$ cat src/rtl/serial_checker_sink.sv
// Serial flit receiver: assembles fixed-length packets, checks the destination
// against ID and flags framing errors. Statistics counters exist only with SINK_STATS_EN.
module serial_checker_sink #(
  parameter int ID          = 0,
  parameter int SIZE        = 8,
  parameter int ADDR_BITS   = 4,
  parameter int PKT_FLITS   = 4,
  parameter int HOSP_PERIOD = 0
) (
  input  logic                 clk,
  input  logic                 reset,
  output logic                 busy,
  input  logic                 data,
  output logic                 pkt_valid,
  output logic [ADDR_BITS-1:0] pkt_dest,
  output logic                 pkt_ok,
  output logic                 err_framing,
  output logic [15:0]          rx_pkt_count,
  output logic [15:0]          err_count
);

  localparam int BW = (SIZE > 1) ? $clog2(SIZE) : 1;
  localparam int IW = $clog2(PKT_FLITS);
  localparam int TW = (HOSP_PERIOD > 2) ? $clog2(HOSP_PERIOD) : 1;
  localparam logic [BW-1:0]        BIT_LAST = BW'(SIZE - 1);
  localparam logic [IW-1:0]        IDX_LAST = IW'(PKT_FLITS - 1);
  localparam logic [TW-1:0]        THR_LAST = TW'(HOSP_PERIOD - 1);
  localparam logic [ADDR_BITS-1:0] MY_ID    = ADDR_BITS'(ID);
  localparam bit                   THR_EN   = (HOSP_PERIOD >= 2);

  typedef enum logic [1:0] {
    S_IDLE  = 2'd0,
    S_SHIFT = 2'd1,
    S_STORE = 2'd2
  } state_t;

  state_t               state_q;
  logic                 busy_q;
  logic [BW-1:0]        bit_cnt_q;
  logic [IW-1:0]        flit_idx_q;
  logic [TW-1:0]        thr_cnt_q, thr_cnt_d;
  logic [SIZE-1:0]      shift_q;
  logic [ADDR_BITS-1:0] hdr_dest_q;
  logic                 pkt_valid_q, pkt_ok_q, err_framing_q;
  logic [ADDR_BITS-1:0] pkt_dest_q;
  logic                 thr_next_s, pkt_done_s;

  // Throttle counter next value and packet-completion decode for this cycle
  always_comb begin
    if (THR_EN && (thr_cnt_q != THR_LAST)) begin
      thr_cnt_d = thr_cnt_q + TW'(1);
    end else begin
      thr_cnt_d = {TW{1'b0}};
    end
    thr_next_s = THR_EN && (thr_cnt_d == THR_LAST);
    pkt_done_s = (state_q == S_STORE) && !data && (flit_idx_q == IDX_LAST);
  end

  // Receive FSM; busy is registered from the next state so it is exact in its own cycle
  always_ff @(posedge clk or negedge reset) begin
    if (!reset) begin
      state_q       <= S_IDLE;
      busy_q        <= 1'b0;
      bit_cnt_q     <= {BW{1'b0}};
      flit_idx_q    <= {IW{1'b0}};
      thr_cnt_q     <= {TW{1'b0}};
      shift_q       <= {SIZE{1'b0}};
      hdr_dest_q    <= {ADDR_BITS{1'b0}};
      pkt_valid_q   <= 1'b0;
      pkt_dest_q    <= {ADDR_BITS{1'b0}};
      pkt_ok_q      <= 1'b0;
      err_framing_q <= 1'b0;
    end else begin
      thr_cnt_q     <= thr_cnt_d;
      pkt_valid_q   <= 1'b0;
      err_framing_q <= 1'b0;
      case (state_q)
        S_IDLE: begin
          if (data && !busy_q) begin
            state_q   <= S_SHIFT;
            bit_cnt_q <= {BW{1'b0}};
            busy_q    <= 1'b1;
          end else begin
            busy_q    <= thr_next_s;
          end
        end
        S_SHIFT: begin
          shift_q <= {data, shift_q[SIZE-1:1]};
          busy_q  <= 1'b1;
          if (bit_cnt_q == BIT_LAST) begin
            state_q <= S_STORE;
          end else begin
            bit_cnt_q <= bit_cnt_q + BW'(1);
          end
        end
        S_STORE: begin
          state_q <= S_IDLE;
          busy_q  <= thr_next_s;
          if (data) begin
            // line still high after the last data bit: drop the partial packet
            err_framing_q <= 1'b1;
            flit_idx_q    <= {IW{1'b0}};
          end else begin
            if (flit_idx_q == {IW{1'b0}}) begin
              hdr_dest_q <= shift_q[ADDR_BITS-1:0];
            end
            if (pkt_done_s) begin
              flit_idx_q  <= {IW{1'b0}};
              pkt_valid_q <= 1'b1;
              pkt_dest_q  <= hdr_dest_q;
              pkt_ok_q    <= (hdr_dest_q == MY_ID);
            end else begin
              flit_idx_q  <= flit_idx_q + IW'(1);
            end
          end
        end
        default: begin
          state_q <= S_IDLE;
          busy_q  <= thr_next_s;
        end
      endcase
    end
  end

  assign busy        = busy_q;
  assign pkt_valid   = pkt_valid_q;
  assign pkt_dest    = pkt_dest_q;
  assign pkt_ok      = pkt_ok_q;
  assign err_framing = err_framing_q;

`ifdef SINK_STATS_EN
  logic [15:0] rx_cnt_q, rx_cnt_d, err_cnt_q, err_cnt_d;
  logic        miss_s, frame_s;
  logic [1:0]  err_inc_s;
  logic [16:0] err_sum_s;

  // Saturating counters, updated on the same edge that raises pkt_valid/err_framing
  always_comb begin
    frame_s   = (state_q == S_STORE) && data;
    miss_s    = pkt_done_s && (hdr_dest_q != MY_ID);
    err_inc_s = {1'b0, miss_s} + {1'b0, frame_s};
    err_sum_s = {1'b0, err_cnt_q} + {15'd0, err_inc_s};
    if (pkt_done_s && (rx_cnt_q != 16'hFFFF)) begin
      rx_cnt_d = rx_cnt_q + 16'd1;
    end else begin
      rx_cnt_d = rx_cnt_q;
    end
    if (err_sum_s[16]) begin
      err_cnt_d = 16'hFFFF;
    end else begin
      err_cnt_d = err_sum_s[15:0];
    end
  end

  // Counter registers
  always_ff @(posedge clk or negedge reset) begin
    if (!reset) begin
      rx_cnt_q  <= 16'd0;
      err_cnt_q <= 16'd0;
    end else begin
      rx_cnt_q  <= rx_cnt_d;
      err_cnt_q <= err_cnt_d;
    end
  end

  assign rx_pkt_count = rx_cnt_q;
  assign err_count    = err_cnt_q;
`else
  assign rx_pkt_count = 16'd0;
  assign err_count    = 16'd0;
`endif

endmodule

$ cat config.mk
export PLATFORM = sky130hd
export DESIGN_NAME = serial_checker_sink
export DESIGN_NICKNAME = d
export VERILOG_FILES = /design/src/rtl/serial_checker_sink.sv
export SDC_FILE = /design/constraint.sdc
export NUM_CORES = 1
export LEC_CHECK = 0
export ABC_CLOCK_PERIOD_IN_PS = 1400
export CAP_MARGIN = 30
export CELL_PAD_IN_SITES_DETAIL_PLACEMENT = 0
export CELL_PAD_IN_SITES_GLOBAL_PLACEMENT = 2
export CORE_UTILIZATION = 26
export DETAILED_ROUTE_END_ITERATION = 6
export GPL_TIMING_DRIVEN = 0
export PLACE_DENSITY = 0.75
export SKIP_LAST_GASP = 1
export SYNTH_ARGS = -nofsm -noshare
export SYNTH_HDL_FRONTEND = slang
export SYNTH_SLANG_ARGS = --single-unit
export TNS_END_PERCENT = 100
$ cat constraint.sdc
create_clock -name clk -period 1.4 [get_ports clk]
set_input_delay 0.28 -clock clk [delete_from_list [all_inputs] [get_ports clk]]
set_output_delay 0.28 -clock clk [all_outputs]
set_load 0.1 [all_outputs]
== Word-level counts from Yosys, hierarchy flattened ==
Cells that the tools add are included.

* Multiplexer cells: 15
* Equal/unequal tests: 7
* Bitwise gates (word level): 1
* Add/sub/neg operators: 2
* Reductions and logical operators: 13

{| class="wikitable"
|+ Operators by type and width
! operator !! number
|-
| 3-bit AND reduction || 3
|-
| 2-bit 2-to-1 mux || 4
|-
| 1-bit 2-to-1 mux || 6
|-
| 3-bit 2-to-1 mux || 2
|-
| 2-bit inequality test (second input constant) || 3
|-
| 3-bit one-hot mux with 2 select lines || 1
|-
| 2-bit equality test (second input constant) || 2
|-
| 2-bit logical NOT || 2
|-
| 4-bit logical NOT || 1
|-
| 2-bit one-hot mux with 2 select lines || 1
|-
| 3-bit by 1-bit adder with 3-bit output (second input constant) || 1
|-
| 3-bit equality test (second input constant) || 1
|-
| 1-bit logical AND || 3
|-
| 2-bit by 1-bit adder with 2-bit output (second input constant) || 1
|-
| 2-bit by 1-bit equality test with 1-bit output (second input constant) || 1
|-
| 1-bit logical NOT || 2
|-
| 1-bit one-hot mux with 2 select lines || 1
|-
| 2-bit AND reduction || 1
|-
| 2-bit nonzero test || 1
|-
| 1-bit NOT || 1
|}

* Register bits: 27
* Logic and storage cells: 48
* Output and inout bits: 40

== Depth between registers and ports, before layout ==
* Word-level depth: 6
* Gate-level depth with buffers: 5

== Worst setup path after synthesis ==
No wires, ideal clock.

* Path type: flip-flop to flip-flop
* Start: reg busy_q, in the netlist busy
* End: reg bit_cnt_q[0]
* Setup time: 0.125 ns
* Slack: -0.154 ns
* Clock period less this slack: 1.554 ns
* Cell stages (with the launch flop): 4
* Buffers on the path: 0
* Required time: 1.275 ns
* Data arrival time: 1.429 ns
* Cell sequence: dfrtp_1 nor3b_1 o21bai_1 mux2_2

* Word-level cells in the longest chain between the ends: 4

{| class="wikitable"
|+ RTL lines
! element !! line !! source
|-
| from (decl) || 38 || <nowiki>logic busy_q;</nowiki>
|-
| from (signal assigned) || 84 || <nowiki>busy_q <= thr_next_s;</nowiki>
|-
| from (signal assigned) || 98 || <nowiki>busy_q <= thr_next_s;</nowiki>
|-
| from (signal assigned) || 119 || <nowiki>busy_q <= thr_next_s;</nowiki>
|-
| 1-bit logical NOT || 79 || <nowiki>if (data && !busy_q) begin</nowiki>
|-
| 1-bit logical AND || 79 ||
|-
| 2-bit inequality test (no line) || - ||
|-
| 3-bit AND reduction (no line) || - ||
|-
| to (signal assigned) || 64 || <nowiki>bit_cnt_q <= {BW{1'b0}};</nowiki>
|-
| to (signal assigned) || 81 || <nowiki>bit_cnt_q <= {BW{1'b0}};</nowiki>
|-
| to (signal assigned) || 93 || <nowiki>bit_cnt_q <= bit_cnt_q + BW'(1);</nowiki>
|-
| to (decl) || 39 || <nowiki>logic [BW-1:0] bit_cnt_q;</nowiki>
|}

No other way between the ends.
A chain may end at the register's enable or synchronous reset.

== Worst setup path after layout ==
* Start: reg flit_idx_q[0]
* End: reg hdr_dest_q[2]

* Word-level cells in the longest chain between the ends: 2

{| class="wikitable"
|+ RTL lines
! element !! line !! source
|-
| from (decl) || 40 || <nowiki>logic [IW-1:0] flit_idx_q;</nowiki>
|-
| from (signal assigned) || 65 || <nowiki>flit_idx_q <= {IW{1'b0}};</nowiki>
|-
| from (signal assigned) || 102 || <nowiki>flit_idx_q <= {IW{1'b0}};</nowiki>
|-
| from (signal assigned) || 108 || <nowiki>flit_idx_q <= {IW{1'b0}};</nowiki>
|-
| 2-bit logical NOT || 104 || <nowiki>if (flit_idx_q == {IW{1'b0}}) begin</nowiki>
|-
| 3-bit AND reduction (no line) || - ||
|-
| to (signal assigned) || 68 || <nowiki>hdr_dest_q <= {ADDR_BITS{1'b0}};</nowiki>
|-
| to (signal assigned) || 105 || <nowiki>hdr_dest_q <= shift_q[ADDR_BITS-1:0];</nowiki>
|-
| to (decl) || 43 || <nowiki>logic [ADDR_BITS-1:0] hdr_dest_q;</nowiki>
|}

No other way between the ends.

==> summary.txt <==
final hold violations: 0
final setup vio count: 0
Die Width: 74.1 µm
Slew Limit Headroom: 63.7%
Post-Place Cell Area: 0.00168 mm²
CP endpoint kind: flop
CP Max Fanout: 4
Top FF cell, synth: dfrtp_1
DRC viols: 0
hold_ws: 0.367 ns
Initial Util: 27.8%
worst clock skew: 0.000638 ns
cts bufs inserted: 3
clock sink total: 27
VDD IR max: 0.522 mV
Seq cells post-synth: 27
Final Max Tran Viols: 0
P_int: 1.83 mW
DP HPWL: 1570 µm
commonest cells in the netlist: buf_4 (32), dfrtp_1 (27), mux2_2 (16)
Detailed Routing Iterations Pass 1: 4
P&R area growth vs syn: 32.0%
setup TNS: 0 ns
PortBufs: 10
top-count cell post-synth: buf_4
reg2reg end: hdr_dest_q[2]
Clock power frac: 13.5%
top cells by area, synth: dfrtp_1 (50%), buf_4 (18%), mux2_2 (13%), ha_1 (3.7%), nor3b_4 (2.8%)
startpoint types: flop
mean number of vias per cell: 3.47
period utilisation layout: 97.0%
Max Cap Viol: 0
WL final: 2030 µm
Die Area: 0.00548 mm²
# diodes: 0
Overall Power: 3.12 mW
r2r worst-path depth: 5
post-synth top area share: 50.0%
CTS clk-pin slew, worst paths: 0.09 ns
Worst Setup EP: hdr_dest_q[2]
IO Pins: 43
post-route cell area: 0.00178 mm²
DR vias: 792
layout cells sized above 1: 46.6%
cells after synthesis: 111
minimum clock period: 1.36 ns
combinational power share: 47.3%
Pleak: 0.967 nW
clock buffer depth: 2
fin util: 36.7%
Reg-to-Reg Start: flit_idx_q[0]
clock latency on the worst-skew pair: 0.26 ns
Data arrival, critical path: 1.51 ns
share of power burned in registers: 39.2%
largest net degree at the start of global routing: 19
CTS tree: done
switching power of the nets: 1.29 mW
vias in the first global route: 760
Fillers: 465
DRT antenna net count: 0
FMAX: 736 MHz
die height: 74.1 µm
synthesized cell area: 0.00135 mm²
Post-synth EDFFs: 0
global route overflow: 0
Net Sw Frac: 41.4%
1st-iter DRT viols: 6
Yosys warning total: 0
NumNets Final: 169
RSZ-0062 raised after global routing: true
Worst Path Class, Setup: reg -> reg
Routed WL per cell: 8.90 µm
critical path required time: 1.55 ns
antenna violations before repair: 0
register area share after synthesis: 50.0%
Slew @ Worst Pin: 0.543 ns
Pwr per Cell Area: 1750 mW/mm²
leading area contributor after synthesis: dfrtp_1
H-tree depth: 1
Synth cell types: 21
number of buffers inserted by hold repair at cts: 0
Post-Syn Area per Cell: 12.2 µm²
R2R Setup Slk: 0.04 ns
global-route wire length before repair: 3360 µm
Row Count: 25
worst hold path class: in -> async
Tot GR Track Use: 7.86%
async set-or-reset flop fraction in the synthesized netlist: 100%
core area: 0.00485 mm²
status: finished clean
root buf cell: clkbuf_8
Critical Path Start: flit_idx_q[0]
Final Wtd Congestion: 0.661
==> cells in the final DEF (no fill, tap or decap) <==
cell type	synthesis	layout
nor3b_1	1	1
clkbuf_1	0	1
buf_2	1	8
clkbuf_4	0	1
inv_1	6	6
ha_1	4	2
ha_2	0	1
a21oi_1	1	1
dfrtp_1	27	26
buf_6	1	2
a21o_1	1	1
mux2_4	0	9
dfrtp_2	0	1
a22o_1	2	2
conb_1	1	32
nand2_1	3	3
nand2b_1	2	1
clkdlybuf4s50_1	0	1
clkbuf_8	0	3
buf_16	0	1
o21bai_2	0	1
nor2b_2	0	1
mux2_2	16	8
nor4_1	2	2
dlygate4sd2_1	0	1
nand2b_4	0	1
ha_4	0	1
buf_4	32	35
nor3b_4	2	2
nor2_1	4	4
o21ai_0	2	2
==> how the worst min path moves through the flow <==
stage                    start      endpoint  slack, ns  cells after the start
finish                   reset   pkt_dest[2]       0.37                      1
floorplan                reset  bit_cnt_q[0]      -0.02                      0
global route             reset   pkt_dest[1]       0.41                      1
detailed placement  state_q[1]          busy       0.46                      1
CTS                      reset   pkt_dest[2]       0.38                      1
global placement    state_q[1]          busy       0.46                      1
==> sequential cells by signal (all words and copies together), names as in the netlist <==
signal / flops
shift_q: 8
hdr_dest_q: 4
pkt_dest: 4
bit_cnt_q: 3
flit_idx_q: 2
state_q: 2
busy: 1
err_framing: 1
pkt_ok: 1
pkt_valid: 1
==> power by group through the flow <==
stage / combinational [mW] / clock (mW) / sequential, mW
after floorplan: 1.01 / 0 / 1.37
after global placement: 1.33 / 0 / 1.21
after detailed placement: 1.38 / 0 / 1.24
after CTS: 1.49 / 0.435 / 1.23
after global routing: 1.60 / 0.464 / 1.26
final: 1.48 / 0.421 / 1.22
==> timing repair <==
item / CTS / global route
pin swaps: 3 / 3
gates cloned: 0 / 0
buffers inserted: 5 / 0
setup endpoints to repair: 20 / 19
resized for setup: 57 / 2
==> layer usage <==
layer	up-vias	GRT usage (%)	part of all wire (%)
li1	400	-	-
met1	354	8.88	43
met2	36	14.9	48
met3	2	1.63	7.8
met4	0	1.92	0.39
met5	-	0	0
==> logic make-up after synthesis <==
family	after synthesis	share of synthesized area (%)
buffers and inverters	40	20.7
flip-flops	27	50.0
multiplexers	17	14.2
AND/OR/NAND/NOR	15	7.60
AO/OA/AOI/OAI	7	3.52
adder cells (fa/ha/maj)	4	3.71
other	1	0.278
==> stage by stage <==
step,setup slack [ns],instances
floorplan,-0.0203,142
global placement,-0.361,219
detailed placement,-0.366,220
CTS,-0.0116,229
global route,-0.0448,228
finish,0.0418,228
==> area by class of cell <==
cell class,count,area (µm²),share of cell area (%)
Clock buffer,4,45.0,2.53
Inverter,6,22.5,1.26
Multi-Input combinational cell,75,574,32.2
Buffer,33,248,13.9
Tap cell,67,83.8,4.71
Timing Repair Buffer,16,131,7.37
Sequential cell,27,677,38.0
==> critical path, stage by stage (launching register included) <==
cell and delay, ns:
dfrtp_1 0.42, inv_1 0.07, ha_1 0.13, nor3b_4 0.18, buf_6 0.15, mux2_4 0.30
Note: power is estimated with default switching activity, not from simulation.
